File: src/rtl/vm1_irqc.sv
// Interrupt priority controller: latches per-channel requests, arbitrates by
// level (ties to the lowest index) and holds a frozen vector until acknowledged.
module vm1_irqc #(
    parameter int                  NCH       = 8,
    parameter int                  PW        = 3,
    parameter int                  VW        = 16,
    parameter logic [VW-1:0]       VBASE     = 16'o000100,
    parameter int                  VSTEP     = 4,
    parameter logic [NCH*PW-1:0]   PRIO_MAP  = {8{3'd4}},
    parameter logic [NCH-1:0]      EDGE_MASK = 8'hFF
) (
    input  logic                    clk,
    input  logic                    reset,
    input  logic                    ena,
    input  logic [NCH-1:0]          req,
    input  logic [NCH-1:0]          mask,
    input  logic [PW-1:0]           cpu_prio,
    input  logic                    iack,
    output logic                    irq,
    output logic [VW-1:0]           vec,
    output logic [$clog2(NCH)-1:0]  chan,
    output logic                    wake,
    output logic                    spur
);
    localparam int CW = $clog2(NCH);

    typedef enum logic [1:0] {S_IDLE, S_REQ, S_ACK} state_t;

    state_t          state_reg, state_next;
    logic [NCH-1:0]  pend_reg, pend_next;
    logic [NCH-1:0]  req_d_reg;
    logic [NCH-1:0]  eligible;
    logic [CW-1:0]   chan_reg;
    logic [VW-1:0]   vec_reg;
    logic            wake_reg, spur_reg;
    logic            rearm_en;
    logic            load_grant;
    logic            any_elig;
    logic [CW-1:0]   win_idx;
    logic [PW-1:0]   win_lvl;
    logic [VW-1:0]   vec_next;

    assign rearm_en = (state_reg == S_REQ) && iack;

    genvar gi;
    generate
        for (gi = 0; gi < NCH; gi++) begin : g_chan
            assign eligible[gi] = pend_reg[gi] & ~mask[gi]
                                & (PRIO_MAP[gi*PW +: PW] > cpu_prio);
            if (EDGE_MASK[gi]) begin : g_edge
                // A fresh edge in the rearm cycle wins so it is never lost.
                assign pend_next[gi] = (req[gi] & ~req_d_reg[gi])
                                     | (pend_reg[gi] & ~(rearm_en && (chan_reg == CW'(gi))));
            end else begin : g_level
                assign pend_next[gi] = req[gi];
            end
        end
    endgenerate

    // Strict '>' keeps the first (lowest-index) channel among equal levels.
    always_comb begin
        any_elig = 1'b0;
        win_idx  = '0;
        win_lvl  = '0;
        for (int i = 0; i < NCH; i++) begin
            if (eligible[i] && (!any_elig || (PRIO_MAP[i*PW +: PW] > win_lvl))) begin
                any_elig = 1'b1;
                win_idx  = CW'(i);
                win_lvl  = PRIO_MAP[i*PW +: PW];
            end
        end
    end

    assign vec_next = VBASE + VW'(win_idx) * VW'(VSTEP);

    always_comb begin
        state_next = state_reg;
        load_grant = 1'b0;
        case (state_reg)
            S_IDLE: begin
                if (ena && any_elig) begin
                    state_next = S_REQ;
                    load_grant = 1'b1;
                end
            end
            S_REQ: begin
                if (iack)
                    state_next = S_ACK;
                else if (!eligible[chan_reg])
                    state_next = S_IDLE;
            end
            S_ACK:   state_next = S_IDLE;
            default: state_next = S_IDLE;
        endcase
    end

    always_ff @(posedge clk) begin
        if (reset) begin
            state_reg <= S_IDLE;
            pend_reg  <= '0;
            req_d_reg <= '0;
            chan_reg  <= '0;
            vec_reg   <= '0;
            wake_reg  <= 1'b0;
            spur_reg  <= 1'b0;
        end else begin
            state_reg <= state_next;
            pend_reg  <= pend_next;
            req_d_reg <= req;
            wake_reg  <= |(pend_reg & ~mask);
            spur_reg  <= iack && (state_reg != S_REQ);
            if (load_grant) begin
                chan_reg <= win_idx;
                vec_reg  <= vec_next;
            end
        end
    end

    assign irq  = (state_reg == S_REQ);
    assign vec  = vec_reg;
    assign chan = chan_reg;
    assign wake = wake_reg;
    assign spur = spur_reg;
endmodule
File: config.mk
export PLATFORM = sky130hd
export DESIGN_NAME = vm1_irqc
export DESIGN_NICKNAME = d
export VERILOG_FILES = /design/src/rtl/vm1_irqc.sv
export SDC_FILE = /design/constraint.sdc
export NUM_CORES = 1
export LEC_CHECK = 0
export BUFFER_PORTS_ARGS = -buffer_cell sky130_fd_sc_hd__clkbuf_2
export CORE_MARGIN = 2
export CORE_UTILIZATION = 40
export CTS_CLUSTER_SIZE = 10
export DETAILED_ROUTE_END_ITERATION = 16
export PLACE_DENSITY = 0.69
export SLEW_MARGIN = 10
export SYNTH_ARGS = -nofsm -noshare
export SYNTH_HDL_FRONTEND = slang
export SYNTH_SLANG_ARGS = --single-unit
File: constraint.sdc
create_clock -name clk -period 1.9 [get_ports clk]
set_input_delay 0.57 -clock clk [delete_from_list [all_inputs] [get_ports clk]]
set_output_delay 0.57 -clock clk [all_outputs]
set_load 0.01 [all_outputs]
Yosys cells after proc, flatten, opt, wreduce, memory -nomap -nowiden

Cells that the tools add are included.

Flip-flop bits (word level): 39
Input port bits: 23
Output and inout bits: 22
Word-level logic and storage cells: 160

Add/sub/neg operators: 1
$lt $le $gt $ge: 9
Equality and inequality tests: 11
Mux-type cells: 30
Bitwise gates (word level): 66
Reduce and logical (&&, ||, !) cells: 36

Operator list:

| operator                                                                     | count |
|---|---|
| 3-bit two-way mux                                                            | 13 |
| 1-bit AND                                                                    | 32 |
| 3-bit > comparator, first input constant                                     | 8 |
| 1-bit NOT                                                                    | 24 |
| 1-bit logical AND                                                            | 18 |
| 3-bit == test, second input constant                                         | 4 |
| 1-bit two-way mux                                                            | 12 |
| 7-bit by 5-bit adder with 8-bit output, first input constant                 | 1 |
| 8-bit AND                                                                    | 1 |
| 8-bit NOT                                                                    | 1 |
| 1-bit bitwise OR                                                             | 8 |
| 8-bit OR reduction                                                           | 1 |
| 1-bit logical NOT                                                            | 7 |
| 1-bit logical OR                                                             | 7 |
| 3-bit by 2-bit == test with 1-bit output, second input constant              | 2 |
| 2-bit two-way mux                                                            | 3 |
| 3-bit by 4-bit less-than comparator with 1-bit output, second input constant | 1 |
| 2-bit one-hot mux with 2 select lines                                        | 1 |
| 1-bit binary-select mux with 3-bit select                                    | 1 |
| 3-bit by 1-bit == test with 1-bit output, second input constant              | 1 |
| 3-bit logical NOT                                                            | 1 |
| 3-bit != test, second input constant                                         | 1 |
| 2-bit by 1-bit == test with 1-bit output, second input constant              | 1 |
| 2-bit logical NOT                                                            | 1 |
| 3 further kinds                                                              | 3 |

Depth between registers and ports, before layout

Gate-level depths: netlist (run 1).

Depth after elaboration: 35
Mapped depth: 5
Mapped depth without buffers: 4

Least setup slack after synthesis (run 1)

OpenSTA, ideal clock, no wires.

Path type: input-to-reg
Start: input mask[5]
End: register chan_reg[0] (netlist: chan[0])
Arrival: 1.486 ns
Required time: 1.828 ns
Setup slack: 0.343 ns
Cell stages on the path: 4
Buffers on the path: 0
Cell sequence: nor2b_4 or4_4 o21ai_4 mux2i_1

Word-level cells in the longest chain between the ends: 16
Elaborated cells on any way between the ends: 23

RTL lines:

| item                                                           | line | RTL |
|---|---|---|
| start: declaration                                             | 16   | `input logic [NCH-1:0] mask,` |
| 1-bit NOT (*)                                                  | 48   | `assign eligible[gi] = pend_reg[gi] & ~mask[gi]` |
| 1-bit AND (*)                                                  | 48   |  |
| 1-bit AND (*)                                                  | 49   | `& (PRIO_MAP[gi*PW +: PW] > cpu_prio);` |
| 1-bit logical AND (*)                                          | 66   | `if (eligible[i] && (!any_elig \|\| (PRIO_MAP[i*PW +: PW] > win_lvl))) begin` |
| 3-bit two-way mux / 1-bit two-way mux (equally long branches)  | 66   |  |
| 3-bit > comparator / 1-bit logical NOT (equally long branches) | 66   |  |
| 1-bit logical OR                                               | 66   |  |
| 1-bit logical AND                                              | 66   |  |
| 3-bit two-way mux / 1-bit two-way mux (equally long branches)  | 66   |  |
| 3-bit > comparator / 1-bit logical NOT (equally long branches) | 66   |  |
| 1-bit logical OR                                               | 66   |  |
| 1-bit logical AND                                              | 66   |  |
| 1-bit two-way mux                                              | 66   |  |
| 1-bit logical AND                                              | 81   | `if (ena && any_elig) begin` |
| 1-bit two-way mux                                              | 81   |  |
| 1-bit two-way mux                                              | 79   | `case (state_reg)` |
| end signal: assignment                                         | 113  | `chan_reg <= win_idx;` |
| end: declaration                                               | 33   | `logic [CW-1:0] chan_reg;` |

Every way passes the cells marked *; elsewhere a longest branch is shown, timed or not.
A chain may end at the register's enable or synchronous reset.

Final worst setup path (run 1)

Start: register state_reg[0]
End: output irq

Word-level cells in the longest chain between the ends: 1

RTL lines:

| item                                     | line | RTL |
|---|---|---|
| start: declaration                       | 29   | `state_t state_reg, state_next;` |
| start signal: assignment                 | 107  | `state_reg <= state_next;` |
| 2-bit by 1-bit == test with 1-bit output | 119  | `assign irq = (state_reg == S_REQ);` |
| end: declaration                         | 19   | `output logic irq,` |

No other way between the ends.

==> results of run 1 <==
-- path summary, 6_finish.rpt --
path | from | end
min | vec[6] | vec[6]
max reg2reg | pend_reg[4] | chan[0]
min reg2reg | vec[6] | vec[6]
max | state_reg[0] | irq
-- logic make-up (layout without fill, tap and decap cells) --
kind of cell	after synthesis	in the layout	synth area share [%]
muxes	4	4	5.94
other	1	12	0.324
DFF	24	24	41.5
AOI/OAI and AO/OA	25	25	13.4
and+or+nand+nor	48	48	27.2
buffers and inverters	21	37	11.7
-- cells in the final DEF (no fill, tap or decap), drive strengths merged --
cell type  count
clkbuf        34
dfxtp         24
nor2b         17
nand2b        15
conb          12
a21oi          9
o21ai          9
nand2          4
nor2           4
nand3          3
inv            3
o31ai          2
a221oi         2
mux2i          2
mux4           2
nor4b          1
nand4          1
or4            1
nor3b          1
o211ai         1
a211oi         1
nor3           1
o22ai          1
-- worst min-delay path: cells and delay by family, from the launching register on --
family	cells	cell delay, ns
AOI/OAI and AO/OA	1	0.05
DFF	1	0.33
buffers and inverters	1	0.05
-- stage by stage --
| stage | instances | area [um2] | setup slack [ns] |
|---|---|---|---|
| floorplan | 134 | 1200 | 0.343 |
| global placement | 177 | 1260 | 0.161 |
| detailed placement | 177 | 1260 | 0.144 |
| CTS | 181 | 1300 | 0.0905 |
| global route | 181 | 1300 | 0.00579 |
| finish | 181 | 1300 | 0.103 |
-- power breakdown --
group / total (uW) / internal [uW] / switching, uW
Sequential: 560 / 537 / 22.4
Combinational: 172 / 82.6 / 89.6
Clock: 262 / 117 / 145
Total: 994 / 737 / 257
-- cell type report --
class / instances / area (um2) / share of cell area, %
clock buffer: 4 / 36.3 / 2.79
inverter: 3 / 11.3 / 0.865
multi-input combinational: 89 / 584 / 44.9
sequential: 24 / 480 / 36.9
tap: 31 / 38.8 / 2.98
timing repair buffer: 30 / 150 / 11.5
-- layer usage --
| layer | part of all wire (%) | wire [um] | up-vias | track usage, % |
|---|---|---|---|---|
| met3 | 5.4 | 109 | 4 | 4.69 |
| met5 | 0 | 0 | - | 0 |
| met2 | 49 | 972 | 28 | 22.4 |
| li1 | - | - | 445 | - |
| met4 | 1.5 | 30 | 0 | 5.98 |
| met1 | 44 | 891 | 400 | 15.0 |
==> summary.txt, run 1 <==
Worst setup path
  • Required time of the critical path: 1.33 ns
  • Crit path max-delay family: flip-flops
  • CP max-delay cell: dfxtp_1
  • Critical path fanouts, max: 6
  • Ordered cell list for the critical path: nor2b_1, clkbuf_2
  • Critical Path Source Type: flop
  • R2r worst-path depth: 4
  • Crit path depth: 2
  • Worst setup EP type: primary output
  • Worst stage delay on the critical path: 0.36 ns
  • R2r setup slk: 0.41 ns
  • WP buf/inv: 1
  • Critical Path AT: 1.23 ns
  • Setup Crit Path Kind: flop to primary output

Floorplan
  • Die width: 57.8 um
  • Starting density of the core: 42.0%
  • Rows: 19
  • Total die area: 3340 um2
  • Placeable Area: 2760 um2
  • Io pins: 45
  • Die Y: 57.8 um

Logic synthesis
  • Async SR Flop Fraction: 0%
  • Number of library cell types mapped by synthesis: 29
  • Synth warnings: 0
  • Area share of the largest cell type after synthesis: 41.5%
  • Register bit total from synthesis: 24
  • Avg Synthesized Cell Area: 9.42 um2
  • Commonest cells post-synth: dfxtp_1, buf_4, nand2b_1, nor2b_1, a21oi_1
  • Post-synth EDFFs: 0
  • Count leader, synth: dfxtp_1
  • Top post-synthesis cells by area: dfxtp_1, buf_4, nand2b_1, nor2b_1, a21oi_1
  • Dominant synthesized flop cell: dfxtp_1
  • Sequential share of the synthesized area: 41.5%
  • Synth Cell Area: 1160 um2
  • Cells after synthesis: 123
  • Cell taking the most area after synthesis: dfxtp_1

CTS
  • CTS tree: built
  • Htree depth: 1
  • Hold_buf cts: 0
  • Later-pin clock latency in the skew report: 0.31 ns
  • # resized after CTS: 0
  • Clock sink total: 24
  • Post-CTS setup buffers: 0
  • Clock Tree Root: clkbuf_4
  • Worst-case clock buffer depth: 2
  • Clk slew on worst S/H paths: 0.12 ns
  • TritonCTS buffer count: 3

Timing
  • Worst Clk Skew: 0.00172 ns
  • Final Cycle Share: 94.6%
  • Rel. slew slack: 65.2%
  • Final setup viols: 0
  • Post-route minimum period: 1.80 ns
  • Slew Limit Fails: 0
  • Sum Neg Setup Slack: 0 ns
  • Worst-Margin Slew: 0.521 ns
  • Worst hold margin: 0.458 ns
  • RSZ-0062 raised after global routing: no
  • Endpoints failing hold: 0
  • Max frequency: 557 MHz

Drt
  • DR WL/cell: 11.1 um
  • Detailed Route Iter0 Violations: 19
  • Vias per std cell: 4.85
  • Drt total wl: 2000 um
  • Vias: 877
  • Drt first pass iters: 4
  • Antenna Nets Post-Route: 0
  • # DRC: 0

Outcome
  • Status: finished clean

Cells and area
  • Final nets: 174
  • P&R area growth vs syn: 12.3%
  • Util after Layout: 47.2%
  • Share of cells above drive strength 1: 28.0%
  • Antenna Cells: 0
  • Fill cells: 301

Hold path
  • Worst Hold Class: flop to flop
  • Hold depth: 2

Place
  • Number of port buffers: 30
  • Final HPWL DP: 1580 um
  • Gpl congestion: 0.832

Pwr
  • PD cells: 764 nW/um2
  • Leakage: 0.000567 uW
  • Total power: 994 uW
  • Peak VDD IR: 0.000643 V

Global routing
  • Pin count of the biggest net entering global routing: 27
  • Initial antenna violation count: 0
  • Grt total ovfl: 0
  • Number of global-route vias before repair: 813
  • First-pass GRT wire length: 3300 um
  • Total track usage: 13.3%

Job
  • Max-cap violations: 0
Note: power is estimated with default switching activity, not from simulation.
==> inputs of run 2 (changes only) <==
- RECOVER_POWER: unset -> 25
==> run 2 against run 1 <==
  * Critical endpoint unchanged
  * Global-route usage did not move
  * Hold slack stayed put
  * Die area is the same
  * Critical path type unchanged
  * Sequential power about the same
  * Non-clock buffer count unchanged
  * Largest cell class unchanged
  * Cell area barely moved
  * Clock skew hardly changed
  * Fmax unchanged
  * Critical path depth unchanged
  * Largest power group unchanged
==> summary.txt, run 2 (same netlist as run 1, synthesis figures left out) <==
Drt
  • DR WL/cell: 11.1 um (about the same)
  • Antenna Nets Post-Route: 0 (unchanged)
  • # DRC: 0 (unchanged)
  • Detailed Route Iter0 Violations: 18 (-1)
  • Vias per std cell: 4.85 (unchanged)
  • Vias: 877 (unchanged)
  • Drt first pass iters: 4 (unchanged)
  • Drt total wl: 2010 um (about the same)

CTS
  • TritonCTS buffer count: 3 (unchanged)
  • # resized after CTS: 0 (unchanged)
  • Worst-case clock buffer depth: 2 (unchanged)
  • Hold_buf cts: 0 (unchanged)
  • Clock Tree Root: clkbuf_4
  • Htree depth: 1 (unchanged)
  • Clk slew on worst S/H paths: 0.12 ns (about the same)
  • Post-CTS setup buffers: 0 (unchanged)
  • Later-pin clock latency in the skew report: 0.31 ns (about the same)
  • Clock sink total: 24 (unchanged)
  • CTS tree: built

Worst setup path
  • Setup Crit Path Kind: flop to primary output
  • Ordered cell list for the critical path: nor2b_1, clkbuf_2
  • Worst setup EP type: primary output
  • Reg2reg end: chan[1]
  • CP max-delay cell: dfxtp_1
  • Critical path fanouts, max: 6 (unchanged)
  • R2r worst-path depth: 4 (unchanged)
  • Reg-to-reg startpoint: pend_reg[4]
  • Worst stage delay on the critical path: 0.36 ns (about the same)
  • Critical Path AT: 1.23 ns (about the same)
  • R2r setup slk: 0.39 ns (-0.02 ns)
  • Required time of the critical path: 1.33 ns (about the same)
  • Critical Path Source Type: flop

Timing
  • Post-route minimum period: 1.80 ns (unchanged)
  • Worst-Margin Slew: 1.04 ns (+0.524 ns)
  • Max frequency: 557 MHz (unchanged)
  • Final Cycle Share: 94.6% (unchanged)
  • Final setup viols: 0 (unchanged)
  • Rel. slew slack: 30.3% (-35 points)
  • Worst Clk Skew: 0.00172 ns (-0.0000000200 ns)
  • Slew Limit Fails: 0 (unchanged)
  • RSZ-0062 raised after global routing: no
  • Setup ws final: 0.103 ns (unchanged)
  • Endpoints failing hold: 0 (unchanged)
  • Sum Neg Setup Slack: 0 ns (unchanged)

Floorplan
  • Placeable Area: 2760 um2 (unchanged)
  • Starting density of the core: 42.0% (unchanged)
  • Rows: 19 (unchanged)
  • Total die area: 3340 um2 (unchanged)
  • Io pins: 45 (unchanged)
  • Die width: 57.8 um (unchanged)
  • Die Y: 57.8 um (unchanged)

Cells and area
  • Register area: 480 um2 (unchanged)
  • Multi-input gate area: 584 um2 (unchanged)
  • P&R area growth vs syn: 12.2% (about the same)
  • Share of cells above drive strength 1: 27.3% (-0.67 points)
  • Util after Layout: 47.1% (about the same)
  • Antenna Cells: 0 (unchanged)
  • Commonest non-fill, non-tap cell in the layout: clkbuf_2
  • Most frequent cells in the layout: clkbuf_2, dfxtp_1, nor2b_1, nand2b_1, conb_1
  • Fill cells: 302 (+0.33%)
  • Final nets: 174 (unchanged)

Pwr
  • Peak VDD IR: 0.000644 V (about the same)
  • PD cells: 765 nW/um2 (+0.10%)
  • Total power: 994 uW (about the same)
  • Leakage: 0.000564 uW (-0.52%)

Place
  • Dpl ws: 0.144 ns (unchanged)
  • Gpl congestion: 0.832 (unchanged)
  • Number of port buffers: 30 (unchanged)
  • Final HPWL DP: 1580 um (unchanged)

Job
  • Max-cap violations: 0 (unchanged)

Global routing
  • Number of global-route vias before repair: 813 (unchanged)
  • Total track usage: 13.3% (unchanged)
  • Pin count of the biggest net entering global routing: 27 (unchanged)
  • Initial antenna violation count: 0 (unchanged)
  • First-pass GRT wire length: 3300 um (unchanged)
  • Grt total ovfl: 0 (unchanged)

Outcome
  • Status: finished clean

Hold path
  • Worst Hold Class: flop to flop
  • Worst Hold End: vec[6]
  • Worst Hold Launch: vec[6]
  • Hold depth: 2 (unchanged)
## run 2: cell types whose count changed in the layout (fill, tap and decap cells not counted)
cell	previous run	this run
clkbuf_1	0	1
clkbuf_2	30	29
## run 2: layout make-up
type	count	share of cell area, %
sequential	24	37.0
timing repair buffer	30	11.5
tap	31	2.98
multi-input combinational	89	44.9
inverter	3	0.866
clock buffer	4	2.79
## run 2: per-layer routing
layer	global-route usage (%)	vias to the layer above	wire [um]
li1	-	445	-
met1	15.0	400	892
met2	22.4	28	972
met3	4.69	4	109
met4	5.98	0	30
met5	0	-	0
## run 2: worst max-delay path: cells and delay by family, from the launching register on
kind	cells	cell delay (ns)
buffers and inverters	1	0.20
DFF	1	0.36
and+or+nand+nor	1	0.35
## run 2: metrics by stage
step / cell area (um2) / cells / hold slack, ns
6_report: 1300 / 181 / 0.458
2_1_floorplan: 1200 / 134 / 0.444
5_1_grt: 1300 / 181 / 0.461
3_5_place_dp: 1260 / 177 / 0.438
4_1_cts: 1300 / 181 / 0.457
3_3_place_gp: 1260 / 177 / 0.438
## run 2: power by group
part           internal [uW]  total (uW)  switching [uW]  leakage (uW)
Sequential               537         560            22.4      0.000199
Combinational           82.6         172            89.6      0.000344
Clock                    117         262             145     0.0000210
Total                    737         994             257      0.000564
## run 2: how the worst max path moves through the flow
stage	from	endpoint	slack, ns	cells after the start
final	state_reg[0]	irq	0.10	2
after global placement	mask[5]	chan[1]	0.16	5
after CTS	state_reg[0]	irq	0.09	2
after detailed placement	mask[5]	chan[0]	0.14	5
after floorplan	mask[5]	chan[0]	0.34	4
after global routing	state_reg[0]	irq	0.006	2
